`src/rtl/minas_pkg.sv`:
```
// Shared board geometry, FSM state encoding and neighbour offsets for the
// Minesweeper player-side logic.
package minas_pkg;

  localparam int ROWS  = 8;
  localparam int COLS  = 8;
  localparam int CELLS = ROWS * COLS;

  typedef enum logic [2:0] {
    IDLE = 3'd0,
    POP  = 3'd1,
    SCAN = 3'd2,
    LOST = 3'd3,
    WON  = 3'd4
  } state_t;

  // Direction order: NW, N, NE, W, E, SW, S, SE
  typedef logic [2:0] dir_t;

  localparam int DROW [8] = '{-1, -1, -1,  0, 0,  1, 1, 1};
  localparam int DCOL [8] = '{-1,  0,  1, -1, 1, -1, 0, 1};

  function automatic int idx(input int row, input int col, input int ncols = COLS);
    return row * ncols + col;
  endfunction

endpackage

```
`src/rtl/reveal_queue.sv`:
```
// Flood-fill work queue: a FIFO of cell indices whose pointers never wrap,
// because each cell is pushed at most once per game.
module reveal_queue #(
  parameter int DEPTH = 64,
  parameter int IW    = $clog2(DEPTH)
) (
  input  logic          clk,
  input  logic          reset,
  input  logic          push,
  input  logic [IW-1:0] push_idx,
  input  logic          pop,
  output logic [IW-1:0] head,
  output logic          empty
);

  logic [IW-1:0] mem [DEPTH];
  logic [IW:0]   wr_ptr;
  logic [IW:0]   rd_ptr;

  always_ff @(posedge clk) begin
    if (reset) begin
      wr_ptr <= '0;
      rd_ptr <= '0;
    end else begin
      if (push) wr_ptr <= wr_ptr + (IW+1)'(1);
      if (pop)  rd_ptr <= rd_ptr + (IW+1)'(1);
    end
  end

  // NOTE: storage is deliberately not reset; the pointers alone decide which
  // entries are meaningful, so clearing the array would only cost flops.
  always_ff @(posedge clk) begin
    if (push) mem[wr_ptr[IW-1:0]] <= push_idx;
  end

  assign head  = mem[rd_ptr[IW-1:0]];
  assign empty = (rd_ptr == wr_ptr);

endmodule

```
`src/rtl/cell_reveal_engine.sv`:
```
// Player request engine: flag/reveal single cells, BFS flood-fill from
// zero-adjacency cells, and sticky win/loss detection.
module cell_reveal_engine #(
  parameter  int ROWS  = minas_pkg::ROWS,
  parameter  int COLS  = minas_pkg::COLS,
  localparam int CELLS = ROWS * COLS,
  localparam int IW    = $clog2(CELLS)
) (
  input  logic               clk,
  input  logic               reset,
  input  logic [CELLS-1:0]   bomb_map,
  input  logic [4*CELLS-1:0] adj_count,
  input  logic [IW:0]        num_bombs,
  input  logic               req_valid,
  output logic               req_ready,
  input  logic               req_flag,
  input  logic [2:0]         req_row,
  input  logic [2:0]         req_col,
  output logic [CELLS-1:0]   revealed,
  output logic [CELLS-1:0]   flagged,
  output logic               busy,
  output logic               hit_bomb,
  output logic               win,
  output logic [IW:0]        revealed_cnt
);

  import minas_pkg::*;

  localparam logic [IW:0] CELLS_W = (IW+1)'(CELLS);

  state_t           state;
  dir_t             dir;
  logic [IW-1:0]    centre;
  logic [CELLS-1:0] queued;

  logic [IW:0]   safe_cells;
  logic [IW:0]   cnt_next;
  logic          req_fire;
  logic [IW-1:0] req_idx;
  logic          req_zero;
  int            c_row, c_col, n_row, n_col;
  logic          nb_in;
  logic [IW-1:0] nb_idx;
  logic          nb_valid;
  logic          nb_zero;
  logic          q_push, q_pop, q_empty;
  logic [IW-1:0] q_push_idx, q_head;

  assign safe_cells = CELLS_W - num_bombs;
  assign cnt_next   = revealed_cnt + (IW+1)'(1);

  // NOTE: every signal in this block is given a value before any branch so
  // that no path leaves one unassigned and a latch is never inferred.
  always_comb begin
    req_fire = (state == IDLE) && req_valid &&
               (int'(req_row) < ROWS) && (int'(req_col) < COLS);
    req_idx  = IW'(idx(int'(req_row), int'(req_col), COLS));
    req_zero = (adj_count[{req_idx, 2'b00} +: 4] == 4'd0);

    c_row    = int'(centre) / COLS;
    c_col    = int'(centre) % COLS;
    n_row    = c_row + DROW[dir];
    n_col    = c_col + DCOL[dir];
    nb_in    = (n_row >= 0) && (n_row < ROWS) && (n_col >= 0) && (n_col < COLS);
    nb_idx   = nb_in ? IW'(idx(n_row, n_col, COLS)) : '0;
    nb_valid = (state == SCAN) && nb_in && !revealed[nb_idx] &&
               !flagged[nb_idx] && !bomb_map[nb_idx];
    nb_zero  = (adj_count[{nb_idx, 2'b00} +: 4] == 4'd0);

    q_push     = 1'b0;
    q_push_idx = req_idx;
    if (req_fire && !req_flag && !revealed[req_idx] && !flagged[req_idx] &&
        !bomb_map[req_idx] && req_zero) begin
      q_push = 1'b1;
    end
    if (nb_valid && nb_zero && !queued[nb_idx]) begin
      q_push     = 1'b1;
      q_push_idx = nb_idx;
    end
    q_pop = (state == POP) && !q_empty;
  end

  reveal_queue #(.DEPTH(CELLS), .IW(IW)) u_queue (
    .clk      (clk),
    .reset    (reset),
    .push     (q_push),
    .push_idx (q_push_idx),
    .pop      (q_pop),
    .head     (q_head),
    .empty    (q_empty)
  );

  always_ff @(posedge clk) begin
    if (reset) begin
      state        <= IDLE;
      dir          <= '0;
      centre       <= '0;
      queued       <= '0;
      revealed     <= '0;
      flagged      <= '0;
      revealed_cnt <= '0;
    end else begin
      if (q_push) queued[q_push_idx] <= 1'b1;
      case (state)
        IDLE: begin
          if (req_fire) begin
            if (req_flag) begin
              if (!revealed[req_idx]) flagged[req_idx] <= !flagged[req_idx];
            end else if (!revealed[req_idx] && !flagged[req_idx]) begin
              revealed[req_idx] <= 1'b1;
              if (bomb_map[req_idx]) begin
                state <= LOST;
              end else begin
                revealed_cnt <= cnt_next;
                if (req_zero)                      state <= POP;
                else if (cnt_next == safe_cells)   state <= WON;
              end
            end
          end
        end
        POP: begin
          if (q_empty) begin
            state <= (revealed_cnt == safe_cells) ? WON : IDLE;
          end else begin
            centre <= q_head;
            dir    <= '0;
            state  <= SCAN;
          end
        end
        SCAN: begin
          if (nb_valid) begin
            revealed[nb_idx] <= 1'b1;
            revealed_cnt     <= cnt_next;
          end
          dir <= dir + 3'd1;
          if (dir == 3'd7) state <= POP;
        end
        default: ;  // LOST and WON hold everything until reset
      endcase
    end
  end

  // Out-of-bounds directions must never produce a board index.
  always_ff @(posedge clk) begin
    if (!reset && state == SCAN && nb_in) begin
      assert (idx(n_row, n_col, COLS) < CELLS);
    end
  end

  assign req_ready = (state == IDLE);
  assign busy      = (state == POP) || (state == SCAN);
  assign hit_bomb  = (state == LOST);
  assign win       = (state == WON);

endmodule

```
`config.mk`:
```
export PLATFORM = sky130hd
export DESIGN_NAME = cell_reveal_engine
export DESIGN_NICKNAME = d
export VERILOG_FILES = /design/src/rtl/minas_pkg.sv /design/src/rtl/reveal_queue.sv /design/src/rtl/cell_reveal_engine.sv
export SDC_FILE = /design/constraint.sdc
export NUM_CORES = 1
export LEC_CHECK = 0
export CORE_AREA = 2 2 269 271
export CTS_CLUSTER_SIZE = 16
export DETAILED_ROUTE_END_ITERATION = 8
export DIE_AREA = 0 0 271 273
export PLACE_DENSITY = 0.68
export SLEW_MARGIN = 20
export SYNTH_ARGS = -nofsm -noshare
export SYNTH_HDL_FRONTEND = slang
export SYNTH_SLANG_ARGS = --single-unit
```
`constraint.sdc`:
```
create_clock -name clk -period 9.9 [get_ports clk]
set_clock_uncertainty 0.2 [all_clocks]
set_input_delay 0.99 -clock clk [delete_from_list [all_inputs] [get_ports clk]]
set_output_delay 0.99 -clock clk [all_outputs]
set_load 0.005 [all_outputs]
```
# Word-level counts from Yosys, hierarchy flattened

Memories as Yosys holds them, arrays and structs flattened. A register that Yosys moved wholly into a read port is not among the register bits.
Cells that the tools add are included.

Register bits after elaboration: 219
Memory bits (writable): 384
Memory bits (read-only): 512
Input bits: 337
Logic and storage cells: 151
Memories kept: 3

Add/subtract/negate cells: 9
Order comparisons: 11
Equal/unequal tests: 16
Shifts and indexed selects: 2
Muxes and demuxes: 54
Bitwise gates (word level): 6
Reduce and logical (&&, ||, !) cells: 42

Memories:

| name             | depth | bits a word | read ports | clocked after memory_dff | write ports | RTL line                 | source |
|---|---|---|---|---|---|---|---|
| u_queue.mem      | 64    | 6           | 1          | 1                        | 1           | reveal_queue.sv:16       | `logic [IW-1:0] mem [DEPTH];` |
| (name not given) | 8     | 32          | 1          | 0                        | 0           | cell_reveal_engine.sv:63 | `n_col = c_col + DCOL[dir];` |
| (name not given) | 8     | 32          | 1          | 0                        | 0           | cell_reveal_engine.sv:62 | `n_row = c_row + DROW[dir];` |

Operators by type and width:

| cell                                                                | number |
|---|---|
| indexed part select 256 x 9 -> 4 bit                                | 2 |
| 2-to-1 mux 64 bit                                                   | 4 |
| OR 64 bit                                                           | 3 |
| 2-to-1 mux 32 bit                                                   | 4 |
| case mux 64 bit (2 select lines)                                    | 1 |
| adder 4 x 32 -> 32 bit                                              | 2 |
| bitwise mux 64 bit                                                  | 1 |
| greater-or-equal comparator 32 x 1 -> 1 bit (second input constant) | 2 |
| < comparator 32 x 5 -> 1 bit (second input constant)                | 2 |
| binary-select mux 1 bit (select 6 bit)                              | 7 |
| 2-to-1 mux 7 bit                                                    | 5 |
| 2-to-1 mux 3 bit                                                    | 10 |
| adder 7 x 1 -> 7 bit (second input constant)                        | 3 |
| equality test 7 bit                                                 | 3 |
| < comparator 6 x 7 -> 1 bit (second input constant)                 | 3 |
| logical AND 1 bit                                                   | 20 |
| demux 1 bit (select 6 bit)                                          | 3 |
| greater-or-equal comparator 6 x 1 -> 1 bit (second input constant)  | 3 |
| 2-to-1 mux 1 bit                                                    | 14 |
| case mux 7 bit (2 select lines)                                     | 1 |
| 2-to-1 mux 6 bit                                                    | 2 |
| AND reduction 6 bit                                                 | 2 |
| != test 2 bit (second input constant)                               | 5 |
| zero test 1 bit                                                     | 9 |
| 22 further kinds                                                    | 29 |

# Logic depth before layout (Yosys ltp)

Depth in word-level cells: 24
Mapped depth: 25
Gate-level depth less buffers: 23

# By module

From an unflattened synthesis, not the netlist that was laid out.

Cells, all modules: 3000
Area total of the unflattened synthesis: 32273.5 sq um

By module, submodules not included:

| module             | times used | cells each | area each (sq um) |
|---|---|---|---|
| cell_reveal_engine | 1          | 2195       | 16366.9 |
| reveal_queue       | 1          | 805        | 15906.5 |

# Least setup slack after synthesis

Ideal clock, no wire load.

Kind: register -> register
Start: register dir[0]
End: memory u_queue.mem[0][1] (netlist bit), data pin
Library setup time: 702 ps
Arrival time: 7551 ps
Required time: 8998 ps
Setup slack: 1447 ps
Cell stages (with the launch flop): 23
Buffers on the path: 3
Cell sequence: dfxtp_1 > inv_1 > ha_1 > nor2_1 > a21o_1 > ha_1 > o21bai_1 > inv_1 > ha_1 > inv_1 > ha_1 > fa_1 > xnor2_1 > xor3_1 > or4_1 > buf_2 > a2bb2oi_2 > o2111ai_1 > or4_1 > clkbuf_1 > nor3_1 > buf_2 > o21ai_0

Cells in the longest elaborated chain, start to end: 19
Elaborated cells on any way between the ends: 39
Classes of those cells: add/sub: 3; order compare: 4; shift: 1; mux: 14; bitwise: 1; reduce/logical: 14; memory: 2

RTL lines:

| element                                                           | RTL line                                           | source |
|---|---|---|
| start: declaration                                                | cell_reveal_engine.sv:32                           | `dir_t dir;` |
| start signal: assignment                                          | cell_reveal_engine.sv:135                          | `dir <= dir + 3'd1;` |
| NOT 3 -> 4 bit (not written as such) *                            | cell_reveal_engine.sv:62, cell_reveal_engine.sv:63 |  |
| branches (longest 17 deep; another with memory read (8 x 32 bit)) | -                                                  |  |
| 2-to-1 mux 6 bit *                                                | cell_reveal_engine.sv:76                           | `if (nb_valid && nb_zero && !queued[nb_idx]) begin` |
| via q_push_idx[1]                                                 | cell_reveal_engine.sv:47                           | `logic [IW-1:0] q_push_idx, q_head;` |
| end: declaration                                                  | reveal_queue.sv:16                                 |  |

Mark *: on every way through the listed nets, which the timed path passes. The select of a mux whose other input is x is not followed.

# Worst setup path in the final report

Start: register dir[0]
End: memory u_queue.mem[7][0] (netlist bit), enable pin

Cells in the longest elaborated chain, start to end: 21
Elaborated cells on any way between the ends: 41
Classes of those cells: add/sub: 3; order compare: 4; shift: 1; mux: 16; bitwise: 1; reduce/logical: 14; memory: 2

RTL lines:

| element                                                           | RTL line                                           | source |
|---|---|---|
| NOT 3 -> 4 bit (not written as such) *                            | cell_reveal_engine.sv:62, cell_reveal_engine.sv:63 |  |
| branches (longest 16 deep; another with memory read (8 x 32 bit)) | -                                                  |  |
| logical AND 1 bit *                                               | cell_reveal_engine.sv:76                           |  |
| 2-to-1 mux 1 bit *                                                | cell_reveal_engine.sv:76                           |  |
| 2-to-1 mux 1 bit *                                                | reveal_queue.sv:33                                 | `if (push) mem[wr_ptr[IW-1:0]] <= push_idx;` |
| 2-to-1 mux 1 bit (not written as such) *                          | reveal_queue.sv:33                                 |  |

Every way passes the cells marked *. The select of a mux whose other input is x is not followed.

==> impl.org <==
** Critical path
- In this run the critical register-to-register path is captured at u_queue.mem[7][0].
- The critical path goes through inv_1 -> ha_1 -> nor2_1 -> a21o_1 -> ha_1 -> o21bai_1 -> inv_1 -> ha_1 -> inv_1 -> ha_1 -> fa_1 -> xnor2_1 -> xnor3_1 -> nor3_1 -> nor2_1 -> a21oi_1 -> a211oi_1 -> o31ai_1 -> nor4_4 -> o211ai_1 -> buf_4 -> nor2_1.
- On the critical path the largest part of the delay comes from simple AND/OR/NAND/NOR gates.
- The worst setup path is launched from a register.
- For the worst flop-to-flop path, the logic depth is 22.
- The most numerous cell type found on the critical path is ha_1.
- The number of buffers and inverters on the critical path is 4.
- The startpoint identified for the worst register-to-register timing path is dir[0].
- Along the worst path, the maximum fanout reaches 19.
- Data on the critical path is required at its endpoint by 9.98 ns.
- Slowest library cell on the worst path :: nor4_4
- The critical path is of the register to register type.
- STA classifies the critical path endpoint as a register.
- FF-to-FF setup slack :: around 1.2 ns
- For this run, the slowest stage of the critical path takes 0.94 ns.
- Tracing the worst setup path back leads to its startpoint at dir[0].
- STA puts the critical path data arrival time at 8.82 ns.

** Clocking
- H-tree level count :: 2
- CTS tree :: yes
- Sinks on the clock net :: 609
- The number of clock buffers added by TritonCTS is 59.
- Clock latency on the worst-skew pair :: 0.69 ns
- Library cell used as clock root buffer :: clkbuf_16
- Post-cts gate resize count :: 0
- After clock tree synthesis, the flow added hold-fix buffers numbering 0.
- Largest buffer count on any clock path :: 3
- Buffers inserted during post-CTS setup optimization :: 0
- Clock-pin slew was measured on the worst setup and hold paths at ~0.07 ns.

** Detailed routing
- For this block, the via count after detailed routing is 28050.
- Number of antenna-violating nets in the routed design :: 0
- In the routed layout, each cell is associated on average with a via count of 6.609.
- The first TritonRoute pass finished after 9 iterations.
- Drt drc :: 36
- DRC marker count from the first detailed-route iteration :: 4036
- Routed wire length :: about 130000 µm
- Routed WL per cell :: 31.42 µm

** Logic synthesis
- Number of enable-type register cells in the synthesized netlist :: 384
- Yosys mapped the design onto 100 distinct sky130hd cell types.
- Sequential cell area fraction in the yosys report :: 0.5060
- Leading cell types by total area after synthesis :: edfxtp_1 (36%), dfxtp_1 (14%), mux4_2 (11%)
- Number of nets in the synthesized netlist :: 3214
- For this run, the leading register cell type out of synthesis is edfxtp_1.
- Fraction of post-synthesis cell area in the top cell type by area :: 0.3639
- Most frequent cells after synthesis :: edfxtp_1 (384), nor2_1 (272), nand2_1 (238)
- Cell accounting for the most synthesized area :: edfxtp_1
- In the synthesized netlist, the number of instances is 2843.
- Synthesis inferred 609 register bits.
- Mean area per synthesized cell :: 11.15 µm²
- Of all flip-flops after synthesis, the portion carrying an async set or reset was 0.
- Yosys printed 0 warnings.
- Most frequent cell after synthesis :: edfxtp_1
- The cell area that synthesis handed to floorplanning was ~0.032 mm².

** Place
- Total half-perimeter wirelength after legalization and detailed placement :: 97080 µm
- The congestion estimate from routability-driven global placement came to 1.050.
- Quantity of I/O buffers inserted on ports :: 475

** STA
- Transition time at the pin with the least slew margin :: 1.188 ns
- Worst hold slack after final layout :: 0.2741 ns
- Setup repair after global routing left no endpoint under its margin.
- In the finished design, the share of the clock period the worst path needs comes to 0.8833.
- Clock period minus worst slack :: 8.745 ns
- Setup violations remaining at the end of the flow were counted as 0.
- Number of slew-limit violations in the final report :: 0
- The final hold violation count came to 0.
- Setup total negative slack on the finished layout was measured at 0 ns.
- Relative slew slack :: 0.2005
- Timing would allow up to 0.1144 GHz.

** Floorplanning
- Die boundary width :: 271 µm
- Initial Utilization :: 0.4464
- Placeable Area :: 0.07100 mm²
- Standard-cell rows :: 98
- Measured along the y axis, the die boundary spans 273 µm.
- Io pins :: 476
- The die covers about 0.074 mm².

** Cells and area
- Of the cells placed in the final design, the portion with a size suffix greater than 1 is 0.1329.
- The layout has 5847 filler cells.
- Syn-to-layout area delta :: 24.57%
- FF/Latch Area :: about 0.016 mm²
- For this run, the post-layout net count is 3608.
- Once layout is complete, the utilization of the core stands at 0.5560.
- Area of combinational cells with multiple inputs :: 0.01443 mm²

** Power and ir drop
- Leakage power summed over all cells :: approximately 0.012 µW
- Worst vdd ir :: 0.1647 mV
- Power density relative to cell area :: 156.2 mW/mm²

** Hold path
- Number of stages on the worst hold path :: 2
- The worst hold path belongs to the class register to register.
- The worst hold path terminates at queued[43].
- The worst hold path begins at queued[43].

** Global routing
- Entering global routing, the biggest net connects 87 pins.
- Overall fraction of global-route tracks in use :: 0.3482
- The number of global-route vias before repair is 27640.
- Antenna violations before repair :: 9
- The first global-routing pass estimated 190300 µm of wire.
- Overall overflow remaining after global route :: 0

** Run status
- Outcome :: finished with violations
- The checks that failed: DRC.

** Run
- Max-cap violations in this run came to 0.
placed cells by master (no fill, tap or decap), types with 69 or more instances in the layout:
cell type and count:
buf_4 77, nand2_1 237, nand3_1 109, edfxtp_1 384
clkdlybuf4s50_1 471, nor2_1 271, nor3_1 69, o22ai_1 143
mux4_2 150, a21oi_1 190, inv_1 89, dfxtp_1 222
registers in the layout, indices dropped and copies added (netlist names):
| register | count |
|---|---|
| centre | 6 |
| dir | 3 |
| flagged | 64 |
| queued | 64 |
| revealed | 64 |
| revealed_cnt | 7 |
| state | 3 |
| u_queue.mem | 384 |
| u_queue.rd_ptr | 7 |
| u_queue.wr_ptr | 7 |
worst max path at each step:
stage / end / slack [ns] / cells past startpoint
floorplan: u_queue.mem[0][1] / 1.45 / 22
global placement: u_queue.mem[7][0] / 1.54 / 22
detailed placement: u_queue.mem[7][0] / 1.33 / 22
CTS: u_queue.mem[7][0] / 1.27 / 22
global route: u_queue.mem[7][0] / 0.55 / 22
finish: u_queue.mem[7][0] / 1.16 / 22
final cells by class:
type / instances / area share
timing repair buffer: 553 / 0.1366
antenna: 6 / 0.0003803
clock inverter: 39 / 0.01233
inverter: 92 / 0.008748
multi-input combinational: 1922 / 0.3656
tap: 950 / 0.03011
sequential: 609 / 0.4064
clock buffer: 73 / 0.03981
where the power goes:
| part | switching [µW] | internal (µW) | total (µW) |
|---|---|---|---|
| clock | 1030 | 1350 | 2380 |
| combinational | 696 | 371 | 1070 |
| sequential | 19.3 | 2700 | 2720 |
layer usage:
layer / GRT usage / up-vias / part of all wire
li1: - / 11790 / -
met1: 0.4104 / 13620 / 0.35
met2: 0.5584 / 2074 / 0.46
met3: 0.09217 / 568 / 0.11
met4: 0.2403 / 6 / 0.081
met5: 0 / - / 0.00027
logic make-up after synthesis:
| logic type | Yosys count | share of synthesized area |
|---|---|---|
| muxes | 262 | 0.1447 |
| buffers and inverters | 312 | 0.04181 |
| xor gates and xnor gates | 42 | 0.01299 |
| AOI/OAI and AO/OA | 668 | 0.1421 |
| and+or+nand+nor | 916 | 0.1386 |
| adders and majority gates | 34 | 0.01390 |
| DFF | 609 | 0.5060 |
worst min-delay path: stages, from the launching register on:
cell and delay (ns):
dfxtp_1 0.31, inv_1 0.04, o22ai_1 0.07
per-stage QoR:
step | worst slack (ns) | instance area [µm²] | power (µW) | cells
after floorplan | 1.447 | 31690 | 3316 | 2843
after global placement | 1.543 | 37310 | 3783 | 4123
after detailed placement | 1.335 | 37390 | 3792 | 4126
after CTS | 1.266 | 39450 | 6141 | 4238
after global routing | 0.5522 | 39480 | 6308 | 4244
final | 1.155 | 39480 | 6166 | 4244
No activity file was read; power rests on OpenSTA's default activity.
